### src/rtl/alu_pkg.sv
// Shared definitions for the sequential divider: default sizes and FSM state encoding.
package alu_pkg;

    localparam int unsigned DEFAULT_WIDTH = 32;
    localparam int unsigned DEFAULT_CNT_W = 6;

    typedef enum logic [2:0] {
        ST_IDLE = 3'd0,
        ST_PREP = 3'd1,
        ST_RUN  = 3'd2,
        ST_FIX  = 3'd3,
        ST_DONE = 3'd4
    } state_t;

endpackage

### src/rtl/alu_div_seq_if.sv
// Start/done handshake and operand/result bus between the execute stage and the divider.
interface alu_div_seq_if
    import alu_pkg::*;
#(
    parameter int unsigned WIDTH = DEFAULT_WIDTH
);
    logic             start;
    logic             is_signed;
    logic [WIDTH-1:0] dividend;
    logic [WIDTH-1:0] divisor;
    logic             busy;
    logic             done;
    logic [WIDTH-1:0] quotient;
    logic [WIDTH-1:0] remainder;
    logic             div_by_zero;

    modport master (
        output start, is_signed, dividend, divisor,
        input  busy, done, quotient, remainder, div_by_zero
    );

    modport slave (
        input  start, is_signed, dividend, divisor,
        output busy, done, quotient, remainder, div_by_zero
    );
endinterface

### src/rtl/div_step.sv
// One restoring-division iteration: shift in a dividend bit, trial-subtract, keep or restore.
module div_step
    import alu_pkg::*;
#(
    parameter int unsigned WIDTH = DEFAULT_WIDTH
) (
    input  logic [WIDTH-1:0] i_rem,
    input  logic             i_bit,
    input  logic [WIDTH-1:0] i_dvs,
    output logic [WIDTH-1:0] o_rem_c,
    output logic             o_qbit_c
);
    logic [WIDTH:0] w_shift;
    logic [WIDTH:0] w_diff;

    assign w_shift = {i_rem, i_bit};
    assign w_diff  = w_shift - {1'b0, i_dvs};

    // A set top bit in the shifted value always exceeds the divisor; otherwise bit WIDTH is the borrow.
    assign o_qbit_c = w_shift[WIDTH] | ~w_diff[WIDTH];
    assign o_rem_c  = o_qbit_c ? w_diff[WIDTH-1:0] : w_shift[WIDTH-1:0];
endmodule

### src/rtl/alu_div_seq.sv
// Multi-cycle restoring divider, unsigned and two's-complement signed, one quotient bit per cycle.
module alu_div_seq
    import alu_pkg::*;
#(
    parameter int unsigned WIDTH = DEFAULT_WIDTH,
    parameter int unsigned CNT_W = DEFAULT_CNT_W
) (
    input  logic          clk,
    input  logic          rst_n,
    alu_div_seq_if.slave  bus
);
    state_t           r_state;
    logic             r_neg_q;
    logic             r_neg_r;
    logic [WIDTH-1:0] r_dvd;
    logic [WIDTH-1:0] r_dvs;
    logic [WIDTH-1:0] r_rem;
    logic [CNT_W-1:0] r_cnt;
    logic             r_busy;
    logic             r_done;
    logic             r_dbz;
    logic [WIDTH-1:0] r_quo;
    logic [WIDTH-1:0] r_rmd;

    logic [WIDTH-1:0] w_rem;
    logic             w_qbit;
    logic             w_dvd_neg;
    logic             w_dvs_neg;

    assign w_dvd_neg = bus.is_signed & bus.dividend[WIDTH-1];
    assign w_dvs_neg = bus.is_signed & bus.divisor[WIDTH-1];

    div_step #(.WIDTH(WIDTH)) u_step (
        .i_rem    (r_rem),
        .i_bit    (r_dvd[WIDTH-1]),
        .i_dvs    (r_dvs),
        .o_rem_c  (w_rem),
        .o_qbit_c (w_qbit)
    );

    // r_dvd shifts out dividend bits from the top and collects quotient bits at the bottom.
    always_ff @(posedge clk or negedge rst_n) begin
        if (!rst_n) begin
            r_state <= ST_IDLE;
            r_neg_q <= 1'b0;
            r_neg_r <= 1'b0;
            r_dvd   <= '0;
            r_dvs   <= '0;
            r_rem   <= '0;
            r_cnt   <= '0;
            r_busy  <= 1'b0;
            r_done  <= 1'b0;
            r_dbz   <= 1'b0;
            r_quo   <= '0;
            r_rmd   <= '0;
        end else begin
            case (r_state)
                ST_IDLE: begin
                    if (bus.start) begin
                        if (bus.divisor == '0) begin
                            r_quo   <= '1;
                            r_rmd   <= bus.dividend;
                            r_dbz   <= 1'b1;
                            r_done  <= 1'b1;
                            r_state <= ST_DONE;
                        end else begin
                            r_dvd   <= bus.dividend;
                            r_dvs   <= bus.divisor;
                            r_neg_q <= w_dvd_neg ^ w_dvs_neg;
                            r_neg_r <= w_dvd_neg;
                            r_busy  <= 1'b1;
                            r_state <= ST_PREP;
                        end
                    end
                end
                ST_PREP: begin
                    // Divisor sign is recovered from the two latched sign flags.
                    if (r_neg_r)           r_dvd <= -r_dvd;
                    if (r_neg_q ^ r_neg_r) r_dvs <= -r_dvs;
                    r_rem   <= '0;
                    r_cnt   <= '0;
                    r_state <= ST_RUN;
                end
                ST_RUN: begin
                    r_rem <= w_rem;
                    r_dvd <= {r_dvd[WIDTH-2:0], w_qbit};
                    r_cnt <= r_cnt + CNT_W'(1);
                    if (r_cnt == CNT_W'(WIDTH - 1)) r_state <= ST_FIX;
                end
                ST_FIX: begin
                    r_quo   <= r_neg_q ? -r_dvd : r_dvd;
                    r_rmd   <= r_neg_r ? -r_rem : r_rem;
                    r_dbz   <= 1'b0;
                    r_busy  <= 1'b0;
                    r_done  <= 1'b1;
                    r_state <= ST_DONE;
                end
                ST_DONE: begin
                    r_done  <= 1'b0;
                    r_state <= ST_IDLE;
                end
                default: r_state <= ST_IDLE;
            endcase
        end
    end

    assign bus.busy        = r_busy;
    assign bus.done        = r_done;
    assign bus.quotient    = r_quo;
    assign bus.remainder   = r_rmd;
    assign bus.div_by_zero = r_dbz;
endmodule
### src/flat_wrapper.sv
// flat-port wrapper written by rule: the top's interface ports become plain ports
module alu_div_seq_flat import alu_pkg::*;
#(
    parameter int unsigned WIDTH = DEFAULT_WIDTH,
    parameter int unsigned CNT_W = DEFAULT_CNT_W
)
  (clk, rst_n, bus_start, bus_is_signed, bus_dividend, bus_divisor, bus_busy, bus_done, bus_quotient, bus_remainder, bus_div_by_zero);
  alu_div_seq_if #(.WIDTH(WIDTH)) bus_i ();
  input  logic clk;
  input  logic rst_n;
  input wire logic [$bits(bus_i.start)-1:0] bus_start;
  input wire logic [$bits(bus_i.is_signed)-1:0] bus_is_signed;
  input wire logic [$bits(bus_i.dividend)-1:0] bus_dividend;
  input wire logic [$bits(bus_i.divisor)-1:0] bus_divisor;
  output wire logic [$bits(bus_i.busy)-1:0] bus_busy;
  output wire logic [$bits(bus_i.done)-1:0] bus_done;
  output wire logic [$bits(bus_i.quotient)-1:0] bus_quotient;
  output wire logic [$bits(bus_i.remainder)-1:0] bus_remainder;
  output wire logic [$bits(bus_i.div_by_zero)-1:0] bus_div_by_zero;
  assign bus_i.start = bus_start;
  assign bus_i.is_signed = bus_is_signed;
  assign bus_i.dividend = bus_dividend;
  assign bus_i.divisor = bus_divisor;
  assign bus_busy = bus_i.busy;
  assign bus_done = bus_i.done;
  assign bus_quotient = bus_i.quotient;
  assign bus_remainder = bus_i.remainder;
  assign bus_div_by_zero = bus_i.div_by_zero;
  alu_div_seq #(.WIDTH(WIDTH), .CNT_W(CNT_W)) u_core (.clk(clk), .rst_n(rst_n), .bus(bus_i));
endmodule
### config.mk
export PLATFORM = sky130hd
export DESIGN_NAME = alu_div_seq_flat
export DESIGN_NICKNAME = d
export VERILOG_FILES = /design/src/rtl/alu_pkg.sv /design/src/rtl/alu_div_seq_if.sv /design/src/rtl/div_step.sv /design/src/rtl/alu_div_seq.sv /design/src/flat_wrapper.sv
export SDC_FILE = /design/constraint.sdc
export NUM_CORES = 1
export LEC_CHECK = 0
export ABC_AREA = 1
export CAP_MARGIN = 0
export CORE_AREA = 4 4 166 168
export DETAILED_ROUTE_END_ITERATION = 8
export DIE_AREA = 0 0 170 172
export PLACE_DENSITY = 0.81
export SLEW_MARGIN = 10
export SYNTH_ARGS = -nofsm -noshare
export SYNTH_HDL_FRONTEND = slang
export SYNTH_HIERARCHICAL = 1
export SYNTH_SLANG_ARGS = --single-unit
### constraint.sdc
create_clock -name clk -period 4.1 [get_ports clk]
set_input_delay 0.615 -clock clk [delete_from_list [all_inputs] [get_ports clk]]
set_output_delay 0.615 -clock clk [all_outputs]
set_load 0.005 [all_outputs]
==> flow_summary_export.csv, run 1 <==
group,metric,value,unit
yosys,synth_xor_area_share,1.86,%
floorplan,row_count,59,
yosys,synth_mux_area_share,0,%
power_and_ir_drop,p_leak,0.00855,µW
yosys,synth_compound_area_share,9.80,%
detailed_routing,drt-met1-wl,21700,µm
timing,setup_viol,0,
worst_setup_path,worstPathRequired,4.41,ns
timing,layout_min_cycle_time,2.88,ns
yosys,yosysTopAreaCell,"dfrtp_1",
cts,cts_hold_buf,0,
worst_setup_path,worst-endpoint-arrival,3.19,ns
cts,cts.sinks,174,
yosys,synth_top_area_share,30.8,%
cts,cts_htree_levels,4,
cts,clkTransAtPathRegs,0.08,ns
yosys,synth_top_family_by_area,"simple AND/OR/NAND/NOR gates",
timing,min_period_over_period,70.3,%
floorplan,fp.dieH,172,µm
yosys,synthTopCellsByArea,"dfrtp_1, nand2_1, inv_1",
cts,tritoncts,"yes",
detailed_routing,vias_per_cell,5.66,
detailed_routing,first_pass_iters,6,
global_route,grt_max_degree,100,
yosys,synth.distinct_cells,43,
detailed_routing,vias,16065,
yosys,yosys.area_share.simple,42.6,%
yosys,syn_area_per_cell,5.90,µm²
floorplan,num_io_pins,135,
yosys,synth_common_cells,"nand2_1, inv_1, nor2_1, nand3_1, dfrtp_1",
detailed_routing,wl_met2,21700,µm
floorplan,die_w,170,µm
cts,cts_setup_buffers,0,
yosys,syn_inst,2394,
place,post-dp-hpwl,36700,µm
worst_setup_path,crit_path_max_fanout,20,
power_and_ir_drop,ir_drop,742,µV
global_route,antenna_found_initial,0,
timing,finalMaxSlewViolations,0,
cts,clk_latency,0.45,ns
global_route,grt_pass1_vias,15046,
run,drv_cap,0,
floorplan,die-area,29200,µm²
timing,tns,0,ns
worst_setup_path,max_stage_delay,0.41,ns
detailed_routing,top_layer_used,"met4",
final_layout,fin_util,63.0,%
yosys,syn_area,14100,µm²
floorplan,core-area,25900,µm²
worst_setup_path,slowest_stage,"dfrtp_1",
timing,final-hold-violation-count,0,
detailed_routing,drt-total-wl,49100,µm
detailed_routing,post-route-drc-count,0,
yosys,ys.flop_type,"dfrtp_1",
timing,max_freq,347,MHz
timing,rsz0062_at_grt,"false",
detailed_routing,wl_per_cell,17.3,µm
yosys,yosys_warnings,6,
floorplan,start_util,54.5,%
worst_setup_path,cp_cell_sequence,"inv_1, ha_1, fa_1, inv_1, nand2_1, nand2_1, nand3_1, nand2_1, nand3_1, nand3_1, nand2_1, nand3_1, nand2_1, nand2_1, o21ai_0",
timing,relSlewSlack,33.6,%
yosys,synth_seq_cells,174,
place,port_buffers,134,
min_path,holdCritPathClass,"input port to asynchronous set/reset pin",
yosys,synth_seq_area_share,30.8,%
status,outcome,"finished clean",
worst_setup_path,path_delay_family,"simple AND/OR/NAND/NOR gates",
timing,skew,0.0213,ns
power_and_ir_drop,power.density,774,nW/µm²
worst_setup_path,worstSetupPathType,"flop to flop",
yosys,async_flop_share,100,%
place,place.gp.congestion,1.00,
cts,numCtsBuffers,17,
detailed_routing,wl_met3,4400,µm
final_layout,drive_above_1_share,3.24,%
detailed_routing,drt.antenna.violating_nets,0,
yosys,synth_edf_count,0,
worst_setup_path,path_common_cell,"nand2_1",
global_route,grt_first_pass_wirelength,78500,µm
worst_setup_path,setup.worst_path.start_class,"flop",
timing,worst_pin_slew,0.995,ns
final_layout,area_growth,15.5,%
worst_setup_path,crit_path_end_kind,"flop",
cts,cts_resized,0,
detailed_routing,drt_iter0_drc,1982,
final_layout,layout.nets,2593,
worst_setup_path,critPathBufInv,2,
global_route,grt_usage,33.3,%
global_route,grt_overflow,0,
cts,cts_buffer_depth,2,
final_layout,n_antenna_cell,0,
yosys,synthAdderAreaFrac,3.33,%
cts,clockRootBuffer,"clkbuf_16",
yosys,synth_most_common_cell,"nand2_1",
yosys,syn_nets,2499,
-- power breakdown --
group | internal [µW] | switching (µW)
sequential | 2400 | 774
clock | 847 | 894
combinational | 2470 | 5240
total | 5710 | 6910
-- cell usage in the layout (no fill, tap or decap), types with 2 or more instances in the layout --
cell type	netlist	layout
nand2_1	892	892
inv_1	332	332
nor2_1	292	291
nand3_1	224	223
dfrtp_1	174	174
clkdlybuf4s50_1	0	133
o21ai_0	130	130
a21oi_1	73	73
ha_1	36	36
nand4_1	34	34
o21ai_1	26	26
xor2_1	24	24
clkbuf_16	0	17
buf_4	2	15
inv_2	12	12
a22oi_1	12	12
clkinv_8	0	7
or2_2	7	7
o22ai_1	6	6
xnor2_1	6	6
nor3_1	5	5
o21bai_1	4	4
and2_1	4	4
inv_6	0	3
inv_12	0	3
nand3_4	3	3
nor2_2	2	3
nand2_2	2	2
nor3_2	2	2
and3_1	2	2
nand3b_1	2	2
-- cell families (layout without fill, tap and decap cells) --
| group | count (synthesis) | after routing |
|---|---|---|
| flip-flops | 174 | 174 |
| XOR/XNOR | 30 | 30 |
| AO/OA/AOI/OAI | 261 | 261 |
| buffers and inverters | 420 | 527 |
| adder cells (fa/ha/maj) | 37 | 37 |
| AND/OR/NAND/NOR | 1472 | 1472 |
-- worst register-to-register path, cell delays in order, from the launching register on --
cell and delay, ns:
dfrtp_1 0.41, inv_1 0.10, ha_1 0.23, fa_1 0.38, inv_1 0.11, nand2_1 0.08
nand2_1 0.12, nand3_1 0.09, nand2_1 0.15, nand3_1 0.12, nand3_1 0.12, nand2_1 0.41
nand3_1 0.24, nand2_1 0.08, nand2_1 0.06, o21ai_0 0.08
-- metal layers --
metal	up-vias	GRT usage, %
met4	0	10.6
met1	7457	48.6
met2	831	51.3
met5	-	0
li1	7682	-
met3	95	5.08
-- cell type report --
class,count,area (µm²)
Inverter,345,1290
Tap cell,335,419
Clock buffer,17,425
Clock inverter,15,208
Fill cell,2515,9600
Multi-Input combinational cell,1800,8140
Sequential cell,174,4350
Timing Repair Buffer,150,1480
-- stage by stage --
stage	power [µW]	area, µm²	setup WS [ns]	instances	hold WS [ns]
floorplan	8130	14100	1.89	2394	0.319
global placement	10500	15700	1.29	2804	0.461
detailed placement	10700	15700	1.23	2804	0.464
CTS	12400	16300	1.25	2836	0.336
global route	13600	16300	0.979	2836	0.339
finish	12600	16300	1.22	2836	0.280
-- flip-flops by register name (all words and copies together), names as in the netlist --
signal and count:
u_core/r_dvd 32, u_core/bus.quotient 32, u_core/r_dvs 32, u_core/r_neg_r 1, u_core/r_cnt 6, u_core/bus.div_by_zero 1
u_core/r_state 3, u_core/r_rem 32, u_core/bus.remainder 32, u_core/r_neg_q 1, u_core/bus.done 1, u_core/bus.busy 1
-- worst paths after layout --
path | start | end | slack [ns] | cells past startpoint
worst min register to register | u_core/bus.quotient[19]$_DFFE_PN0P_ | u_core/bus.quotient[19]$_DFFE_PN0P_ | 0.48 | 2
min in group clk | u_core/bus.quotient[19]$_DFFE_PN0P_ | u_core/bus.quotient[19]$_DFFE_PN0P_ | 0.48 | 2
worst max-delay path | u_core/r_dvd[31]$_DFFE_PN0P_ | u_core/r_rem[18]$_DFFE_PN0N_ | 1.22 | 15
worst max register to register | u_core/r_dvd[31]$_DFFE_PN0P_ | u_core/r_rem[18]$_DFFE_PN0N_ | 1.22 | 15
max in group asynchronous | rst_n | u_core/r_rem[23]$_DFFE_PN0N_ | 2.86 | 2
worst min-delay path | rst_n | u_core/r_state[0]$_DFFE_PN0P_ | 0.28 | 1
Note: power is estimated with default switching activity, not from simulation.
==> run 2: changes to the inputs <==
--- a/config.mk
+++ b/config.mk
@@ -7,10 +7,10 @@
 export LEC_CHECK = 0
 export ABC_AREA = 1
 export CAP_MARGIN = 0
-export CORE_AREA = 4 4 166 168
+export CORE_AREA = 4 4 169 171
 export DETAILED_ROUTE_END_ITERATION = 8
-export DIE_AREA = 0 0 170 172
-export PLACE_DENSITY = 0.81
+export DIE_AREA = 0 0 173 175
+export PLACE_DENSITY = 0.82
 export SLEW_MARGIN = 10
 export SYNTH_ARGS = -nofsm -noshare
 export SYNTH_HDL_FRONTEND = slang
==> constraint.sdc (replaced) <==
create_clock -name clk -period 2.6 [get_ports clk]
set_input_delay 0.39 -clock clk [delete_from_list [all_inputs] [get_ports clk]]
set_output_delay 0.39 -clock clk [all_outputs]
set_load 0.005 [all_outputs]
==> run 2 against run 1 <==
Against the previous run: combinational power grew 71%; non-clock buffer count grew 75; via count grew 0.98%; global-route usage shrank 1.3 points; final cell count grew 2.9%; clock power grew 53%; sequential power grew 52%; critical path depth grew 2; sequential cell count is the same; utilization grew 0.40 points.
==> flow_summary_export.csv, run 2 (synthesis gave the netlist of run 1 again) <==
group,metric,value,unit
status,outcome,"finished clean",
cts,cts.sinks,174,
detailed_routing,wl_per_cell,17.1,µm
power_and_ir_drop,switching_share,53.2,%
timing,min_period_over_period,94.8,%
timing,max_freq,406,MHz
cts,cts_htree_levels,4,
floorplan,die_w,173,µm
min_path,holdCritPathClass,"flop to flop",
floorplan,num_io_pins,135,
power_and_ir_drop,ir_drop,1450,µV
final_layout,layout.nets,2668,
final_layout,final_cell_area,17000,µm²
timing,fin_ws,0.135,ns
global_route,grtUsageMet2,50.1,%
global_route,busiest_layer,"met2",
worst_setup_path,crit_path_max_fanout,14,
global_route,grt_pass1_vias,15003,
timing,tns,0,ns
power_and_ir_drop,clockPowerShare,12.9,%
final_layout,fillers,2658,
power_and_ir_drop,intPower,9670,µW
cts,tritoncts,"yes",
final_layout,regArea,4360,µm²
timing,skew,0.0161,ns
power_and_ir_drop,power.density,1210,nW/µm²
detailed_routing,vias,16222,
power_and_ir_drop,p_sw,11000,µW
global_route,grt_first_pass_wirelength,79200,µm
floorplan,fp.dieH,175,µm
timing,worst_pin_slew,0.943,ns
worst_setup_path,crit_path_end_kind,"flop",
timing,finalMaxSlewViolations,0,
cts,clkTransAtPathRegs,0.08,ns
power_and_ir_drop,p_leak,0.00897,µW
floorplan,die-area,30300,µm²
global_route,groute.layer.met3.usage,4.82,%
detailed_routing,post-route-drc-count,0,
place,post_dp_cell_area,16300,µm²
floorplan,core-area,26900,µm²
worst_setup_path,worstPathRequired,2.97,ns
power_and_ir_drop,finalPower,20700,µW
global_route,antenna_found_initial,0,
detailed_routing,drt_iter0_drc,1901,
timing,setup_viol,0,
floorplan,start_util,52.6,%
place,post-dp-hpwl,37800,µm
cts,clk_latency,0.46,ns
final_layout,n_antenna_cell,0,
cts,clockRootBuffer,"clkbuf_16",
detailed_routing,drt.antenna.violating_nets,0,
final_layout,layout_commonest_cell,"nand2_1",
timing,layout_min_cycle_time,2.46,ns
final_layout,drive_above_1_share,6.33,%
detailed_routing,vias_per_cell,5.56,
global_route,grt_max_degree,68,
worst_setup_path,worstSetupPathType,"flop to flop",
timing,relSlewSlack,36.7,%
cts,cts_buffer_depth,2,
global_route,grtUsageMet1,46.4,%
worst_setup_path,worst-endpoint-arrival,2.84,ns
final_layout,fin_cells,2917,
timing,final-hold-violation-count,0,
cts,numCtsBuffers,17,
power_and_ir_drop,seqPwrFrac,23.3,%
place,dp_slack,0.0172,ns
final_layout,multi_input_area,8180,µm²
power_and_ir_drop,combPwrFrac,63.9,%
final_layout,final_cell_mix,"nand2_1, inv_1, nor2_1",
final_layout,area_growth,20.6,%
run,drv_cap,0,
global_route,grt_overflow,0,
detailed_routing,first_pass_iters,6,
detailed_routing,drt-total-wl,50000,µm
worst_setup_path,setup.worst_path.start_class,"flop",
global_route,grt_usage,32.1,%
place,dp.cells,2882,
place,port_buffers,134,
place,place.gp.congestion,0.997,
floorplan,row_count,60,
==> run 2: metal layers <==
| metal | vias up | wire (µm) |
|---|---|---|
| met1 | 7528 | 22300 |
| met5 | - | 0 |
| met2 | 787 | 22000 |
| met3 | 83 | 4450 |
| li1 | 7824 | - |
| met4 | 0 | 1170 |
==> run 2: final cells by class <==
type	count	share of cell area [%]
timing repair buffer	225	12.7
tap	341	2.51
multi-input combinational	1800	48.0
sequential	174	25.6
clock buffer	18	2.52
inverter	345	7.60
clock inverter	14	0.999
==> run 2: worst paths after layout <==
path | slack (ns) | cells after the start | to | startpoint
min in group asynchronous | 0.50 | 2 | u_core/r_dvs[1]$_DFFE_PN0P_ | rst_n
setup reg to reg | 0.14 | 17 | u_core/r_dvd[0]$_DFFE_PN0P_ | u_core/r_dvd[31]$_DFFE_PN0P_
hold / removal | 0.48 | 2 | u_core/bus.remainder[12]$_DFFE_PN0P_ | u_core/bus.remainder[12]$_DFFE_PN0P_
setup / recovery | 0.14 | 17 | u_core/r_dvd[0]$_DFFE_PN0P_ | u_core/r_dvd[31]$_DFFE_PN0P_
hold reg to reg | 0.48 | 2 | u_core/bus.remainder[12]$_DFFE_PN0P_ | u_core/bus.remainder[12]$_DFFE_PN0P_
max in group asynchronous | 1.31 | 3 | u_core/r_dvs[23]$_DFFE_PN0P_ | rst_n
==> run 2: critical path: stages (launching register included) <==
cell and delay [ns]:
dfrtp_1 0.36, inv_1 0.08, ha_1 0.23, fa_1 0.36
inv_1 0.08, nand2_1 0.08, nand2_2 0.08, nand3_1 0.09
nand2_2 0.12, nand2_1 0.07, nand2_1 0.11, nand2_2 0.08
nand3_4 0.12, buf_12 0.16, nand2_1 0.06, o21ai_0 0.10
a21oi_1 0.07, o21ai_1 0.15
==> run 2: timing repair <==
item | 4_1_cts | 5_1_grt
setup buffers | 0 | 1
hold buffers | 1 | 0
resized for setup | 0 | 11
endpoints found under the hold margin | 43 | 0
setup endpoints to repair | 0 | 32
==> run 2: through the flow <==
stage	utilization (%)	hold WS, ns
6_report	63.4	0.482
5_1_grt	63.4	0.494
4_1_cts	63.1	0.485
3_5_place_dp	60.8	0.358
3_3_place_gp	60.8	0.355
2_1_floorplan	-	0.0944
==> run 2: power by group through the flow <==
stage / Sequential (µW) / Combinational, µW / Clock [µW]
after floorplan: 4620 / 8190 / 0
after global placement: 4790 / 12600 / 0
after detailed placement: 4810 / 12800 / 0
after CTS: 4770 / 12900 / 2680
after global routing: 4930 / 14600 / 2800
final: 4810 / 13200 / 2660
==> run 3: changes to the inputs <==
--- a/config.mk
+++ b/config.mk
@@ -7,11 +7,12 @@
 export LEC_CHECK = 0
 export ABC_AREA = 1
 export CAP_MARGIN = 0
-export CORE_AREA = 4 4 169 171
+export CORE_AREA = 4 4 166 168
+export CTS_BUF_LIST = sky130_fd_sc_hd__clkbuf_4 sky130_fd_sc_hd__clkbuf_8
+export CTS_CLUSTER_DIAMETER = 200
 export DETAILED_ROUTE_END_ITERATION = 8
-export DIE_AREA = 0 0 173 175
-export PLACE_DENSITY = 0.82
-export SLEW_MARGIN = 10
+export DIE_AREA = 0 0 170 172
+export PLACE_DENSITY = 0.84
 export SYNTH_ARGS = -nofsm -noshare
 export SYNTH_HDL_FRONTEND = slang
 export SYNTH_HIERARCHICAL = 1
==> run 3 against run 2 <==
Against the previous run: via count up 1.0%; count of clock-buffer cells in the layout down 1; clock skew up 0.016 ns; critical path type is now input port to flop; largest cell class unchanged; critical path depth down 6; sequential power about the same; non-clock buffer count up 21.
==> flow_summary_export.csv, run 3 (synthesis gave the netlist of run 1 again) <==
group,metric,value,unit
status,outcome,"finished clean",
worst_setup_path,crit_path_end_kind,"flop",
detailed_routing,first_pass_iters,8,
cts,cts.sinks,174,
place,dp.cells,2889,
detailed_routing,wl_met2,23000,µm
worst_setup_path,path_common_cell,"nand2_1",
power_and_ir_drop,ir_drop,758,µV
global_route,antenna_found_initial,0,
min_path,holdCritPathClass,"input port to asynchronous set/reset pin",
cts,clockRootBuffer,"clkbuf_8",
final_layout,layout_commonest_cell,"nand2_1",
final_layout,area_growth,20.4,%
final_layout,final_cell_mix,"nand2_1, inv_1, nor2_1",
cts,cts_buffer_depth,2,
worst_setup_path,worst-endpoint-arrival,2.77,ns
global_route,grt_max_degree,68,
global_route,grt_overflow,0,
detailed_routing,vias_per_cell,5.59,
place,place.gp.congestion,1.01,
detailed_routing,top_layer_used,"met4",
timing,max_freq,404,MHz
detailed_routing,wl_met3,5250,µm
power_and_ir_drop,p_leak,0.00896,µW
cts,clkTransAtPathRegs,0.14,ns
detailed_routing,drt-met1-wl,22800,µm
detailed_routing,drt-total-wl,52200,µm
detailed_routing,wl_per_cell,17.8,µm
floorplan,core-area,25900,µm²
detailed_routing,drt.antenna.violating_nets,0,
power_and_ir_drop,power.density,1190,nW/µm²
worst_setup_path,slowest_stage,"o21ai_0",
floorplan,row_count,59,
place,post-dp-hpwl,40000,µm
final_layout,layout.nets,2689,
timing,min_period_over_period,95.2,%
timing,skew,0.0322,ns
timing,finalMaxSlewViolations,0,
run,drv_cap,0,
timing,final-hold-violation-count,0,
place,post_dp_cell_area,16400,µm²
worst_setup_path,setup.worst_path.start_class,"input port",
floorplan,die_w,170,µm
timing,worst_pin_slew,0.757,ns
cts,clk_latency,0.49,ns
global_route,grt_pass1_vias,15171,
worst_setup_path,worstPathRequired,2.89,ns
floorplan,num_io_pins,135,
final_layout,drive_above_1_share,7.86,%
worst_setup_path,max_stage_delay,0.64,ns
worst_setup_path,path_delay_family,"simple AND/OR/NAND/NOR gates",
detailed_routing,post-route-drc-count,0,
worst_setup_path,cp_cell_sequence,"clkdlybuf4s50_1, nor2_1, nand2_1, nor2_1, nand2_1, nor2_1, nand2_1, nand2_1, nor2_2, buf_4, o21ai_0",
timing,layout_min_cycle_time,2.48,ns
worst_setup_path,crit_path_max_fanout,32,
worst_setup_path,critPathBufInv,2,
timing,tns,0,ns
timing,setup_viol,0,
final_layout,final_cell_area,17000,µm²
cts,numCtsBuffers,17,
cts,cts_htree_levels,4,
floorplan,die-area,29200,µm²
detailed_routing,vias,16386,
worst_setup_path,worstSetupPathType,"input port to flop",
floorplan,fp.dieH,172,µm
timing,hold_ws,0.421,ns
global_route,grt_first_pass_wirelength,81100,µm
floorplan,start_util,54.5,%
detailed_routing,drt_iter0_drc,1961,
cts,tritoncts,"yes",
final_layout,fin_cells,2933,
timing,relSlewSlack,49.0,%
place,port_buffers,134,
global_route,grt_usage,35.0,%
## run 3: per-stage QoR
step / power (µW) / utilization, % / setup slack, ns
2_1_floorplan: 12800 / - / 0.386
3_3_place_gp: 17400 / 63.2 / -0.142
3_5_place_dp: 17700 / 63.2 / -0.207
4_1_cts: 19800 / 64.9 / 0.00882
5_1_grt: 22000 / 65.6 / -0.0127
6_report: 20300 / 65.6 / 0.125
## run 3: what timing repair did
item / CTS / global route
setup buffers: 2 / 8
pin swaps: 0 / 3
hold endpoints to repair: 54 / 0
endpoints found under the setup margin: 11 / 33
hold buffers: 1 / 0
gates resized for setup: 1 / 38
## run 3: per-layer routing
layer,track usage [%],vias to the layer above
li1,-,7880
met1,50.3,7585
met2,54.2,848
met3,7.29,73
met4,8.92,0
met5,0,-
## run 3: power by group
part           total [µW]  switching (µW)  internal [µW]
clock network        2040            1290            747
registers            4800            1020           3780
logic               13400            8900           4540
total               20300           11200           9060
## run 3: final timing paths
kind	startpoint	depth (start not counted)	to	slack, ns
setup / recovery	bus_divisor[28]	11	u_core/r_dvs[23]$_DFFE_PN0P_	0.12
hold / removal	rst_n	2	u_core/r_dvs[6]$_DFFE_PN0P_	0.42
setup reg to reg	u_core/r_dvd[31]$_DFFE_PN0P_	18	u_core/r_dvd[0]$_DFFE_PN0P_	0.14
hold reg to reg	u_core/bus.quotient[19]$_DFFE_PN0P_	2	u_core/bus.quotient[19]$_DFFE_PN0P_	0.49
max in group asynchronous	rst_n	3	u_core/r_dvs[28]$_DFFE_PN0P_	1.25
min in group clk	u_core/bus.quotient[19]$_DFFE_PN0P_	2	u_core/bus.quotient[19]$_DFFE_PN0P_	0.49
## run 3: cell type report
type	count	area (µm²)
antenna	1	2.50
clock buffer	17	234
clock inverter	15	186
fill	2472	8910
inverter	345	1290
multi-input combinational	1800	8230
sequential	174	4360
tap	335	419
timing repair buffer	246	2280
